[src/rtl/imm_pkg.sv]
// Shared select codes and pipeline state encoding for the immediate decode stage.
package imm_pkg;

   typedef enum logic [2:0] {
      SEL_U     = 3'b000,
      SEL_I     = 3'b001,
      SEL_SHAMT = 3'b010,
      SEL_S     = 3'b011,
      SEL_B     = 3'b100,
      SEL_J     = 3'b101,
      SEL_ZIMM  = 3'b110,
      SEL_ZERO  = 3'b111
   } imm_sel_e;

   typedef enum logic [1:0] {
      ST_EMPTY = 2'd0,
      ST_ONE   = 2'd1,
      ST_TWO   = 2'd2
   } stage_state_e;

endpackage

[src/rtl/imm_format_unit.sv]
// Combinational extraction and extension of an instruction immediate to XLEN bits.
import imm_pkg::*;

module imm_format_unit #(
   parameter int unsigned XLEN = 32
) (
   input  logic [31:7]     instr,
   input  logic [2:0]      sel,
   output logic [XLEN-1:0] imm
);

   always_comb begin
      imm = '0;
      // Size casts of signed operands sign-extend; of unsigned ones zero-extend.
      case (imm_sel_e'(sel))
         SEL_U:     imm = XLEN'($signed({instr[31:12], 12'b0}));
         SEL_I:     imm = XLEN'($signed(instr[31:20]));
         SEL_SHAMT: imm = (XLEN == 64) ? XLEN'(instr[25:20]) : XLEN'(instr[24:20]);
         SEL_S:     imm = XLEN'($signed({instr[31:25], instr[11:7]}));
         SEL_B:     imm = XLEN'($signed({instr[31], instr[7], instr[30:25], instr[11:8], 1'b0}));
         SEL_J:     imm = XLEN'($signed({instr[31], instr[19:12], instr[20], instr[30:21], 1'b0}));
         SEL_ZIMM:  imm = XLEN'(instr[19:15]);
         SEL_ZERO:  imm = '0;
         default:   imm = '0;
      endcase
   end

endmodule

[src/rtl/imm_decode_stage.sv]
// Immediate decode pipeline stage: extends on the input side, buffers in a main + skid register pair.
import imm_pkg::*;

module imm_decode_stage #(
   parameter int unsigned XLEN  = 32,
   parameter int unsigned TAG_W = 32
) (
   input  logic             CLK,
   input  logic             RESET_N,
   input  logic             in_valid,
   output logic             in_ready,
   input  logic [31:0]      in_instr,
   input  logic [2:0]       in_sel,
   input  logic [TAG_W-1:0] in_tag,
   input  logic             flush,
   output logic             out_valid,
   input  logic             out_ready,
   output logic [XLEN-1:0]  out_imm,
   output logic [2:0]       out_sel,
   output logic [TAG_W-1:0] out_tag
);

   stage_state_e     state_q, state_d;
   logic [XLEN-1:0]  main_imm_q, skid_imm_q, ext_imm;
   logic [2:0]       main_sel_q, skid_sel_q;
   logic [TAG_W-1:0] main_tag_q, skid_tag_q;
   logic             in_xfer, out_xfer;
   logic             load_main, load_skid, move_skid, clear;
   logic             unused_opcode;

   // Opcode field carries no immediate bits.
   assign unused_opcode = ^in_instr[6:0];

   imm_format_unit #(.XLEN(XLEN)) u_format (
      .instr (in_instr[31:7]),
      .sel   (in_sel),
      .imm   (ext_imm)
   );

   assign in_ready  = (state_q != ST_TWO);
   assign out_valid = (state_q != ST_EMPTY);
   assign out_imm   = main_imm_q;
   assign out_sel   = main_sel_q;
   assign out_tag   = main_tag_q;

   assign in_xfer  = in_valid & in_ready;
   assign out_xfer = out_valid & out_ready;

   always_comb begin
      state_d   = state_q;
      load_main = 1'b0;
      load_skid = 1'b0;
      move_skid = 1'b0;
      clear     = 1'b0;
      case (state_q)
         ST_EMPTY: begin
            if (in_xfer) begin
               state_d   = ST_ONE;
               load_main = 1'b1;
            end
         end
         ST_ONE: begin
            if (in_xfer && out_xfer) begin
               load_main = 1'b1;
            end else if (in_xfer) begin
               state_d   = ST_TWO;
               load_skid = 1'b1;
            end else if (out_xfer) begin
               state_d = ST_EMPTY;
            end
         end
         ST_TWO: begin
            if (out_xfer) begin
               state_d   = ST_ONE;
               move_skid = 1'b1;
            end
         end
         default: state_d = ST_EMPTY;
      endcase
      // Flush wins over any transfer decided above.
      if (flush) begin
         state_d   = ST_EMPTY;
         load_main = 1'b0;
         load_skid = 1'b0;
         move_skid = 1'b0;
         clear     = 1'b1;
      end
   end

   always_ff @(posedge CLK or negedge RESET_N) begin
      if (!RESET_N) begin
         state_q    <= ST_EMPTY;
         main_imm_q <= '0;
         main_sel_q <= '0;
         main_tag_q <= '0;
         skid_imm_q <= '0;
         skid_sel_q <= '0;
         skid_tag_q <= '0;
      end else begin
         state_q <= state_d;
         if (clear) begin
            main_imm_q <= '0;
            main_sel_q <= '0;
            main_tag_q <= '0;
            skid_imm_q <= '0;
            skid_sel_q <= '0;
            skid_tag_q <= '0;
         end else begin
            if (load_main) begin
               main_imm_q <= ext_imm;
               main_sel_q <= in_sel;
               main_tag_q <= in_tag;
            end else if (move_skid) begin
               main_imm_q <= skid_imm_q;
               main_sel_q <= skid_sel_q;
               main_tag_q <= skid_tag_q;
            end
            if (load_skid) begin
               skid_imm_q <= ext_imm;
               skid_sel_q <= in_sel;
               skid_tag_q <= in_tag;
            end
         end
      end
   end

endmodule

[config.mk]
export PLATFORM = sky130hd
export DESIGN_NAME = imm_decode_stage
export DESIGN_NICKNAME = d
export VERILOG_FILES = /design/src/rtl/imm_pkg.sv /design/src/rtl/imm_format_unit.sv /design/src/rtl/imm_decode_stage.sv
export SDC_FILE = /design/constraint.sdc
export NUM_CORES = 1
export LEC_CHECK = 0
export BUFFER_PORTS_ARGS = -buffer_cell sky130_fd_sc_hd__buf_2
export CAP_MARGIN = 20
export CORE_ASPECT_RATIO = 1.25
export CORE_UTILIZATION = 55
export CTS_CLUSTER_SIZE = 10
export DETAILED_ROUTE_END_ITERATION = 10
export PLACE_DENSITY = 0.81
export SETUP_SLACK_MARGIN = 0.2
export SLEW_MARGIN = 20
export SYNTH_ARGS = -nofsm -noshare
export SYNTH_HDL_FRONTEND = slang
export SYNTH_HIERARCHICAL = 1
export SYNTH_SLANG_ARGS = --single-unit
[constraint.sdc]
create_clock -name CLK -period 4.07 [get_ports CLK]
set_input_delay 0.2035 -clock CLK [delete_from_list [all_inputs] [get_ports CLK]]
set_output_delay 0.2035 -clock CLK [all_outputs]
set_load 0.005 [all_outputs]
==> impl_metrics.env <==
export IMPL_routedLengthMet1_mm=6.543
export IMPL_setup_violations_final=0
export IMPL_pin_count=141
export IMPL_die_w_um=97.75
export IMPL_grt_pass1_wl_mm=24.45
export IMPL_dr_wl_met3_um=998
export IMPL_violations="design-rule violations"
export IMPL_antenna_found_initial=0
export IMPL_antenna_cells=0
export IMPL_drt_total_wl_mm=15.15
export IMPL_final_cell_mix="dfrtp_1 (136), buf_2 (132), mux2i_1 (70)"
export IMPL_p_clk_share_pct=48.5
export IMPL_dieHeight_um=121.7
export IMPL_hpwl_mm=9.600
export IMPL_combPwrFrac_pct=10.3
export IMPL_tightest_slew_ns=0.8934
export IMPL_first_global_vias=4695
export IMPL_period_minus_slack_ns=2.282
export IMPL_finalWorstSetupSlack_ns=1.788
export IMPL_power_leakage_nw=3.619
export IMPL_relSlewSlack_pct=40.28
export IMPL_vias_per_cell=6.308
export IMPL_clock_path_buffers=2
export IMPL_initial_core_util_pct=56.59
export IMPL_p_int_mw=2.608
export IMPL_area_growth_pct=21.22
export IMPL_synth_net_count=568
export IMPL_dr_first_iter_drc_count=284
export IMPL_drive_gt1_share_pct=30.87
export IMPL_worstSetupPathType="register to register"
export IMPL_io_buffers=133
export IMPL_synth_area_mm2=0.006302
export IMPL_numCtsBuffers=17
export IMPL_post_place_ws_ns=1.829
export IMPL_critPathLaunchType="register"
export IMPL_min_period_over_period_pct=56.08
export IMPL_finalClockSkew_ns=0.009093
export IMPL_cpMaxStageDelayCell="o21bai_4"
export IMPL_grtUsageTotal_pct=26.32
export IMPL_grt_max_degree=90
export IMPL_p_per_area_mw_per_mm2=448.6
export IMPL_hold_violations=0
export IMPL_first_pass_iters=7
export IMPL_finalPower_mw=3.427
export IMPL_rsz0062_at_grt="false"
export IMPL_ctsResizeCount=0
export IMPL_post_cts_buffers=0
export IMPL_p_seq_share_pct=41.2
export IMPL_p_sw_mw=0.8196
export IMPL_cp_arrival_ns=2.56
export IMPL_utilization_pct=68.60
export IMPL_gp_congestion=0.8631
export IMPL_hold_path_class="primary input to register"
export IMPL_vdd_drop_max_mv=0.2762
export IMPL_final_common_cell="dfrtp_1"
export IMPL_cts_root_buf="clkbuf_16"
export IMPL_yosys_register_bits=136
export IMPL_ctsHoldBuffers=2
export IMPL_wl_met2_mm=7.430
export IMPL_fin_setup_tns_ns=0
export IMPL_drc=20
export IMPL_clk_latency_ns=0.41
export IMPL_critPathMaxFanout=35
export IMPL_wl_per_cell_um=20.01
export IMPL_yosysSeqAreaShare_pct=54.00
export IMPL_synth_cell_types=39
export IMPL_netlist_instances=496
export IMPL_cts_tree="built"
export IMPL_timing_fmax_mhz=438.1
export IMPL_cap_violations=0
export IMPL_cp_top_family="compound AO/OA/AOI/OAI gates"
export IMPL_crit_chain="nand2b_4, a21boi_2, o21bai_4, buf_4, o2bb2ai_1"
export IMPL_sw_frac_of_total_pct=23.92
export IMPL_htree_levels=4
export IMPL_rows=43
export IMPL_clkSlewWorstSetupHoldPaths_ns=0.06
export IMPL_endpoint_kind="register"
export IMPL_maxUsedRoutingLayer="met4"
export IMPL_overflow=0
export IMPL_die_area_mm2=0.01189
export IMPL_synth_warnings=6
export IMPL_critPathBufInv=1
export IMPL_drv_slew=0
export IMPL_nets=682
export IMPL_cp_data_required_time_ns=4.35
export IMPL_status="complete, but fails checks"
export IMPL_clock_sinks=136
export IMPL_design_core_area_mm2=0.01114
export IMPL_vias=4775
export IMPL_syn_avg_cell_area_um2=12.71
export IMPL_max_stage_delay_ns=0.73
export IMPL_ant_nets=0
through the flow:
step,std cells,instance area [µm²],hold WS [ns]
floorplan,496,6302,-0.09209
global route,757,7640,0.02174
finish,757,7640,0.02333
detailed placement,724,6985,0.3224
global placement,723,6970,0.3085
CTS,757,7640,0.01091
final timing paths:
check	slack, ns	from	to	depth (start not counted)
worst max register to register	1.79	state_q[1]$_DFFE_PN0P_	out_imm[11]$_DFFE_PN0P_	5
worst min-delay path	0.02	in_tag[31]	skid_tag_q[31]$_DFFE_PN0P_	2
worst min register to register	0.48	out_tag[17]$_DFFE_PN0P_	out_tag[17]$_DFFE_PN0P_	1
max in group asynchronous	2.46	RESET_N	skid_tag_q[17]$_DFFE_PN0P_	3
min in group asynchronous	0.42	RESET_N	out_tag[24]$_DFFE_PN0P_	2
worst max-delay path	1.79	state_q[1]$_DFFE_PN0P_	out_imm[11]$_DFFE_PN0P_	5
cell usage after synthesis:
cell / count / area share [%]
nor3_4: 2 / 0.52
a211oi_1: 1 / 0.12
nand2_1: 1 / 0.060
and4b_1: 1 / 0.16
mux2_4: 4 / 0.95
inv_1: 1 / 0.060
clkbuf_4: 1 / 0.12
a21oi_1: 29 / 2.3
a22o_1: 67 / 9.3
and2b_1: 1 / 0.12
nand2b_1: 9 / 0.89
o221ai_1: 4 / 0.56
nand3b_1: 4 / 0.48
clkbuf_2: 1 / 0.079
o21ai_0: 12 / 0.95
nor2_1: 4 / 0.24
mux2i_1: 70 / 11
nand2_2: 1 / 0.099
or2_4: 1 / 0.14
o21bai_2: 1 / 0.18
clkbuf_1: 14 / 0.83
o211ai_1: 3 / 0.36
nand2b_2: 1 / 0.14
a221oi_2: 4 / 0.95
nand2b_4: 1 / 0.22
a21boi_0: 1 / 0.12
buf_6: 4 / 0.71
nor2b_1: 7 / 0.69
o221ai_2: 1 / 0.24
o2bb2ai_1: 67 / 9.3
or2_2: 1 / 0.099
nor3_2: 1 / 0.16
a21boi_2: 1 / 0.18
dfrtp_1: 136 / 54
and2_1: 7 / 0.69
a31oi_1: 1 / 0.099
buf_4: 7 / 0.83
buf_2: 23 / 1.8
o21ai_1: 1 / 0.079
area by class of cell:
| class | count | area [µm²] |
|---|---|---|
| fill | 794 | 3497 |
| inverter | 1 | 3.754 |
| tap | 135 | 168.9 |
| timing repair buffer | 145 | 787.0 |
| sequential | 136 | 3403 |
| multi-input combinational | 309 | 2643 |
| clock inverter | 12 | 201.4 |
| clock buffer | 19 | 432.9 |
kinds of logic (layout without fill, tap and decap cells):
logic type             after synthesis  after routing  share of synthesized area [%]
AOI/OAI and AO/OA                  193            193                          24.76
buffers and inverters               51            177                          4.467
DFF                                136            136                          54.00
muxes                               74             74                          12.07
and+or+nand+nor                     42             42                          4.705
layer usage:
metal / global-route usage [%] / up-vias
met2: 42.51 / 198
met5: 0 / -
met1: 35.65 / 2411
li1: - / 2148
met4: 8.144 / 0
met3: 5.967 / 18
worst reg2reg max path, stage by stage (launching register included):
cell,delay (ns)
dfrtp_1,0.43
nand2b_4,0.22
a21boi_2,0.12
o21bai_4,0.73
buf_4,0.51
o2bb2ai_1,0.15
power groups by stage:
stage,sequential [mW],clock [mW],combinational (mW)
6_report,1.41,1.66,0.352
4_1_cts,1.41,1.69,0.352
3_3_place_gp,1.43,0,0.335
3_5_place_dp,1.44,0,0.347
5_1_grt,1.42,1.74,0.384
2_1_floorplan,1.43,0,0.211
sequential cells by signal (all words and copies together), names as in the netlist:
register / count
out_sel: 3
out_tag: 32
skid_sel_q: 3
state_q: 2
skid_imm_q: 32
skid_tag_q: 32
out_imm: 32
Note: power is estimated with default switching activity, not from simulation.
